[config.mk]
export PLATFORM = sky130hd
export DESIGN_NAME = onehot_rr_arbiter_flat
export DESIGN_NICKNAME = d
export VERILOG_FILES = /design/src/rtl/onehot_rr_arbiter_if.sv /design/src/rtl/onehot_rr_arbiter.sv /design/src/flat_wrapper.sv
export SDC_FILE = /design/constraint.sdc
export NUM_CORES = 1
export LEC_CHECK = 0
export CAP_MARGIN = 15
export CELL_PAD_IN_SITES_DETAIL_PLACEMENT = 0
export CELL_PAD_IN_SITES_GLOBAL_PLACEMENT = 1
export CORE_ASPECT_RATIO = 0.9
export CORE_MARGIN = 3
export CORE_UTILIZATION = 36
export CTS_CLUSTER_DIAMETER = 150
export CTS_CLUSTER_SIZE = 10
export DETAILED_ROUTE_END_ITERATION = 8
export GPL_ROUTABILITY_DRIVEN = 0
export PLACE_DENSITY_LB_ADDON = 0.1
export SLEW_MARGIN = 30
export SYNTH_ARGS = -nofsm -noshare
export SYNTH_HDL_FRONTEND = slang
export SYNTH_SLANG_ARGS = --single-unit
export TNS_END_PERCENT = 5
[constraint.sdc]
create_clock -name clock -period 3.9 [get_ports clock]
set_clock_uncertainty 0.1 [all_clocks]
set_input_delay 0.585 -clock clock [delete_from_list [all_inputs] [get_ports clock]]
set_output_delay 0.585 -clock clock [all_outputs]
set_load 0.02 [all_outputs]
[src/rtl/onehot_rr_arbiter_if.sv]
// Request/grant bundle between three requesters and onehot_rr_arbiter.
// The master side drives requests and completion; the slave side is the arbiter.
interface onehot_rr_arbiter_if;
  logic [2:0] req;
  logic [2:0] done;
  logic [2:0] gnt;
  logic [1:0] owner;
  logic       busy;
  logic       timeout;

  modport master (
    output req, done,
    input  gnt, owner, busy, timeout
  );

  modport slave (
    input  req, done,
    output gnt, owner, busy, timeout
  );
endinterface

[src/rtl/onehot_rr_arbiter.sv]
// Three-way round-robin arbiter with a one-hot IDLE/GRANT/RELEASE controller.
// Define ARB_TIMEOUT_EN to build the hold watchdog that forcibly reclaims long grants.
//
// state   | meaning
// IDLE    | no owner; arbitrate pending requests in rotating order
// GRANT   | owner holds gnt until done/req drop (or watchdog expiry)
// RELEASE | one-cycle turnaround with gnt low; priority pointer rotates
module onehot_rr_arbiter #(
  parameter int unsigned TIMEOUT = 8
) (
  input logic                clock,
  input logic                reset,
  onehot_rr_arbiter_if.slave bus
);
  localparam logic [2:0] IDLE    = 3'b001;
  localparam logic [2:0] GRANT   = 3'b010;
  localparam logic [2:0] RELEASE = 3'b100;

  if (TIMEOUT < 2 || TIMEOUT > 15) begin : g_bad_timeout
    $error("onehot_rr_arbiter: TIMEOUT must be within 2..15");
  end

  logic [2:0] st, st_nxt;
  logic [2:0] last, last_nxt;
  logic [2:0] gnt_q, gnt_nxt;
  logic [1:0] owner_q, owner_nxt;
  logic       busy_q;
  logic [2:0] pick;
  logic [1:0] pick_idx;
  logic       owner_done, owner_req, normal_rel, expired;

  // gnt is the one-hot image of owner while in GRANT, so masking with it selects done/req[owner]
  assign owner_done = |(bus.done & gnt_q);
  assign owner_req  = |(bus.req & gnt_q);
  assign normal_rel = owner_done || !owner_req;

  always_comb begin
    pick = '0;
    case (last)
      3'b001: begin
        if (bus.req[1])      pick = 3'b010;
        else if (bus.req[2]) pick = 3'b100;
        else if (bus.req[0]) pick = 3'b001;
      end
      3'b010: begin
        if (bus.req[2])      pick = 3'b100;
        else if (bus.req[0]) pick = 3'b001;
        else if (bus.req[1]) pick = 3'b010;
      end
      default: begin
        if (bus.req[0])      pick = 3'b001;
        else if (bus.req[1]) pick = 3'b010;
        else if (bus.req[2]) pick = 3'b100;
      end
    endcase
    pick_idx = {pick[2], pick[1]};
  end

`ifdef ARB_TIMEOUT_EN
  logic [3:0] hold_cnt;
  logic       timeout_q, timeout_nxt;

  assign expired     = (hold_cnt == 4'(TIMEOUT - 1));
  // a same-edge done or req drop wins over expiry and is reported as a normal release
  assign timeout_nxt = st[1] && expired && !normal_rel;

  always_ff @(posedge clock) begin
    if (reset) begin
      hold_cnt  <= '0;
      timeout_q <= 1'b0;
    end else begin
      timeout_q <= timeout_nxt;
      if (st[0])      hold_cnt <= '0;
      else if (st[1]) hold_cnt <= hold_cnt + 4'd1;
    end
  end

  assign bus.timeout = timeout_q;
`else
  assign expired     = 1'b0;
  assign bus.timeout = 1'b0;
`endif

  always_ff @(posedge clock) begin
    if (reset) begin
      st      <= IDLE;
      last    <= 3'b100;
      gnt_q   <= '0;
      owner_q <= 2'd0;
      busy_q  <= 1'b0;
    end else begin
      st      <= st_nxt;
      last    <= last_nxt;
      gnt_q   <= gnt_nxt;
      owner_q <= owner_nxt;
      busy_q  <= (st_nxt != IDLE);
    end
  end

  always_comb begin
    st_nxt = st;
    case (1'b1)
      st[0]:   if (|bus.req) st_nxt = GRANT;
      st[1]:   if (normal_rel || expired) st_nxt = RELEASE;
      st[2]:   st_nxt = IDLE;
      default: st_nxt = IDLE;
    endcase
  end

  always_comb begin
    gnt_nxt   = gnt_q;
    owner_nxt = owner_q;
    last_nxt  = last;
    case (1'b1)
      st[0]: begin
        gnt_nxt = pick;
        if (|bus.req) owner_nxt = pick_idx;
      end
      st[1]: if (normal_rel || expired) gnt_nxt = '0;
      st[2]: begin
        gnt_nxt  = '0;
        last_nxt = 3'b001 << owner_q;
      end
      default: gnt_nxt = '0;
    endcase
  end

  assign bus.gnt   = gnt_q;
  assign bus.owner = owner_q;
  assign bus.busy  = busy_q;
endmodule

[src/flat_wrapper.sv]
// flat-port wrapper written by rule: the top's interface ports become plain ports
module onehot_rr_arbiter_flat 
#(
  parameter int unsigned TIMEOUT = 8
)
  (clock, reset, bus_req, bus_done, bus_gnt, bus_owner, bus_busy, bus_timeout);
  onehot_rr_arbiter_if bus_i ();
  input logic clock;
  input logic reset;
  input wire logic [$bits(bus_i.req)-1:0] bus_req;
  input wire logic [$bits(bus_i.done)-1:0] bus_done;
  output wire logic [$bits(bus_i.gnt)-1:0] bus_gnt;
  output wire logic [$bits(bus_i.owner)-1:0] bus_owner;
  output wire logic [$bits(bus_i.busy)-1:0] bus_busy;
  output wire logic [$bits(bus_i.timeout)-1:0] bus_timeout;
  assign bus_i.req = bus_req;
  assign bus_i.done = bus_done;
  assign bus_gnt = bus_i.gnt;
  assign bus_owner = bus_i.owner;
  assign bus_busy = bus_i.busy;
  assign bus_timeout = bus_i.timeout;
  onehot_rr_arbiter #(.TIMEOUT(TIMEOUT)) u_core (.clock(clock), .reset(reset), .bus(bus_i));
endmodule
== After elaboration in Yosys (flattened, before gate mapping) ==
Cells that the tools add are included.
Storage, ports and cells
  register bits after elaboration: 12
Operators by class
  equal/unequal tests: 4
  shift operators: 1
  muxes and demuxes: 17
  bitwise logic cells: 4
  reduce and logical (&&, ||, !) cells: 7
Operators with widths (count)
  2-to-1 mux 3 bit: 14
  OR reduction 3 bit: 3
  bitwise AND 3 bit: 2
  one-hot mux 3 bit (2 select lines): 1
  equality test 3 x 1 -> 1 bit (second input constant): 1
  equality test 3 x 2 -> 1 bit (second input constant): 1
  inequality test 3 x 1 -> 1 bit (second input constant): 1
  inequality test 3 bit (second input constant): 1
  AND reduction 3 bit: 1
  left shift 1 x 2 -> 3 bit (first input constant): 1
  2-to-1 mux 2 bit: 1
  NOT 1 bit: 2
  AND reduction 2 bit: 1
  zero test 1 bit: 1
  logical OR 1 bit: 1
  2-to-1 mux 1 bit: 1

== Logic depth before layout (Yosys ltp) ==
  depth in word-level cells: 8
  depth in mapped cells: 5
  mapped depth without buffers: 4

== Least setup slack after synthesis ==
Ideal clock, no wire load.
  path kind: input to register
  start point: in bus_done[0]
  end point: reg u_core.gnt_q[1], in the netlist u_core.bus.gnt[1]
  setup time: 0.071 ns
  data arrival time: 1.399 ns
  slack: 2.330 ns
  cell stages on the path: 4
  cell sequence: a222oi_1 > nor2b_2 > nor3b_4 > o2bb2ai_1
On the way
  word-level cells in the longest chain between the ends: 4
RTL lines
  start: declaration: RTL line flat_wrapper.sv:11  | input wire logic [$bits(bus_i.done)-1:0] bus_done;
  bitwise AND 3 bit: RTL line onehot_rr_arbiter.sv:33  | assign owner_done = |(bus.done & gnt_q);
  OR reduction 3 bit: RTL line onehot_rr_arbiter.sv:33
  logical OR 1 bit: RTL line onehot_rr_arbiter.sv:35  | assign normal_rel = owner_done || !owner_req;
  inequality test 3 bit (no source line)
  end signal: assignment: RTL line onehot_rr_arbiter.sv:94  | gnt_q <= gnt_nxt;
  end: declaration: RTL line onehot_rr_arbiter.sv:25  | logic [2:0] gnt_q, gnt_nxt;
No other way between the ends.
A chain may end at the register's enable or synchronous reset.

== Final worst setup path ==
  start point: reg u_core.owner_q[0], in the netlist u_core.bus.owner[0]
  end point: out bus_owner[0]
RTL lines
  start: declaration: RTL line onehot_rr_arbiter.sv:26  | logic [1:0] owner_q, owner_nxt;
  start signal: assignment: RTL line onehot_rr_arbiter.sv:95  | owner_q <= owner_nxt;
  end: declaration: RTL line flat_wrapper.sv:13  | output wire logic [$bits(bus_i.owner)-1:0] bus_owner;
No word-level cell between the ends.

==> results.cfg <==
[place]
portBuffers = 13
placedCellCount = 85
dp_hpwl_microns = 880
pre_cts_ws_ps = 1700

[sta]
slew_violations = 0
fin_crit_sh = 0.510
period_minus_slack_ps = 1990
tightest_slew_ps = 592
setup_violations = 0
tns_ps = 0
hold_viol_final = 0
fmax_mhz = 503
max-slew-margin-rel = 0.602
layout_setup_ws_ps = 1910
grt_setup_unrepaired = false

[yosys]
syn_area_per_cell_sq_um = 9.15
ys_seq_area_frac = 0.430
synth_area_sq_um = 558
ys_top_cells_by_count = dfxtp_1, a21oi_1, nand2_1
synth_nets = 69
yosysTopAreaCell = dfxtp_1
ys_ff_latch = 12
ys_warn_count = 0
ys_types = 29
ys_top_cells_by_area = dfxtp_1, a21oi_1, o2bb2ai_1, nand2_1, a222oi_1
async_reset_ff_frac = 0
ys.flop_type = dfxtp_1
synth_most_common_cell = dfxtp_1
synth_edf_count = 0
synth_cells = 61
synth_top_area_frac = 0.430

[final_layout]
num-nets-final = 84
syn_to_final_growth_pct = 30.0
fin_cells = 89
nFillCells = 125
layout-drive-gt1-share = 0.0933
num_antenna_cells = 0

[critical_path]
critical_path_class = reg -> out
cp.arrival_ps = 1300
end_kind = primary output
start_kind = register
rrSetupSlack_ps = 2480
critical_path_required_ps = 3210
worst-path-buf-inv = 1
path_cells = clkdlybuf4s50_1
slowest_stage = clkdlybuf4s50_1
crit_cells = 1
path_delay_family = buffers and inverters
worst_r2r_path_depth = 4
crit_path_max_incr_delay_ps = 630
crit_fanout = 5

[drt]
drtIter0Drc = 11
drc = 0
vias_per_cell = 5.48
wirelength_mm = 1.19
drtAntennaViolNets = 0
detail_route.first_pass.iterations = 4
wl_per_cell_microns = 13.3
vias = 488

[global_route]
grt_max_degree = 14
grt_antenna_before_repair = 0
grt.total_usage = 0.135
grt-ovfl-total = 0
grt_pass1_wl_mm = 2.01
grt_pass1_vias = 445

[power_and_ir_drop]
power.leakage_nw = 0.261
vdd_drop_max_v = 0.000238
power_density_nw_per_um2 = 381

[clock_tree]
cts_htree_levels = 1
max-clock-path-buffers = 2
cts.sinks = 12
cts_tree = built
cts_setup_buffers = 0
clk_pin_slew_ps = 80
numCtsBuffers = 3
cts_resized = 0
hold_buffers = 0
clk_latency_ps = 270
clock-root-buffer = clkbuf_4

[floorplanning]
io_pins = 15
dieArea_sq_um = 2060
rows = 12
die_x_microns = 47.5
initial_core_util = 0.418
die_y_microns = 43.4
core_area_sq_um = 1340

[hold_path]
min_path_cells = 2
hold_class = reg -> reg

[job]
drv_cap = 0

[run_status]
status = complete, no violations
per-stage QoR:
step,util,area [sq um],total power [W],hold slack [ps]
after global placement,0.516,689,0.000182,393
after floorplan,-,558,0.000163,361
after CTS,0.543,726,0.000280,397
after detailed placement,0.516,689,0.000181,387
final,0.543,726,0.000276,395
after global routing,0.543,726,0.000291,432
state kept, by name, indices dropped and copies added, names as in the netlist:
name	cells
u_core.bus.busy	1
u_core.last	3
u_core.bus.owner	2
u_core.bus.gnt	3
u_core.st	3
placed cells by master, fill, tap and decap left out:
cell type        count
a211o_1              2
a21o_1               1
a21oi_1              6
a222oi_1             2
a2bb2oi_1            1
a31oi_1              1
clkbuf_4             3
clkbuf_8             1
clkdlybuf4s50_1     13
conb_1               1
dfxtp_1             12
inv_1                1
nand2_1              6
nand2b_1             1
nand3_1              1
nand3b_1             2
nand4b_1             1
nor2_1               3
nor2_4               1
nor2b_1              2
nor2b_2              1
nor3_1               2
nor3b_1              2
nor3b_4              1
o2111ai_1            1
o21ai_0              2
o2bb2ai_1            3
o31ai_1              1
or3_1                1
cells by family (layout without fill, tap and decap cells):
| logic type | count (synthesis) | count (layout) | share of synthesized area |
|---|---|---|---|
| AO/OA/AOI/OAI | 20 | 20 | 0.256 |
| AND/OR/NAND/NOR | 24 | 24 | 0.271 |
| flip-flops | 12 | 12 | 0.430 |
| buffers and inverters | 4 | 18 | 0.0359 |
| other | 1 | 1 | 0.00672 |
final timing paths:
kind | from | end
min | u_core.bus.owner[1] | u_core.bus.owner[1]
max reg2reg | u_core.bus.gnt[0] | u_core.bus.gnt[1]
max | u_core.bus.owner[0] | bus_owner[0]
min reg2reg | u_core.bus.owner[1] | u_core.bus.owner[1]
layer usage:
layer,vias up,part of all wire,global-route usage
li1,257,-,-
met1,226,0.51,0.206
met2,5,0.44,0.160
met3,0,0.047,0.0747
met4,0,0,0.0331
met5,-,0,0
where the power goes:
| part | internal (W) | switching, W |
|---|---|---|
| clock | 0.0000567 | 0.0000411 |
| combinational | 0.0000215 | 0.0000196 |
| sequential | 0.000129 | 0.00000820 |
| total | 0.000208 | 0.0000689 |
final cells by class:
type                            count  area, sq um  share of cell area
Clock buffer                        4         36.3              0.0500
Inverter                            1         3.75             0.00517
Multi-Input combinational cell     45          298               0.410
Sequential cell                    12          240               0.331
Tap cell                           14         17.5              0.0241
Timing Repair Buffer               13          130               0.179
No activity file was read; power rests on OpenSTA's default activity.
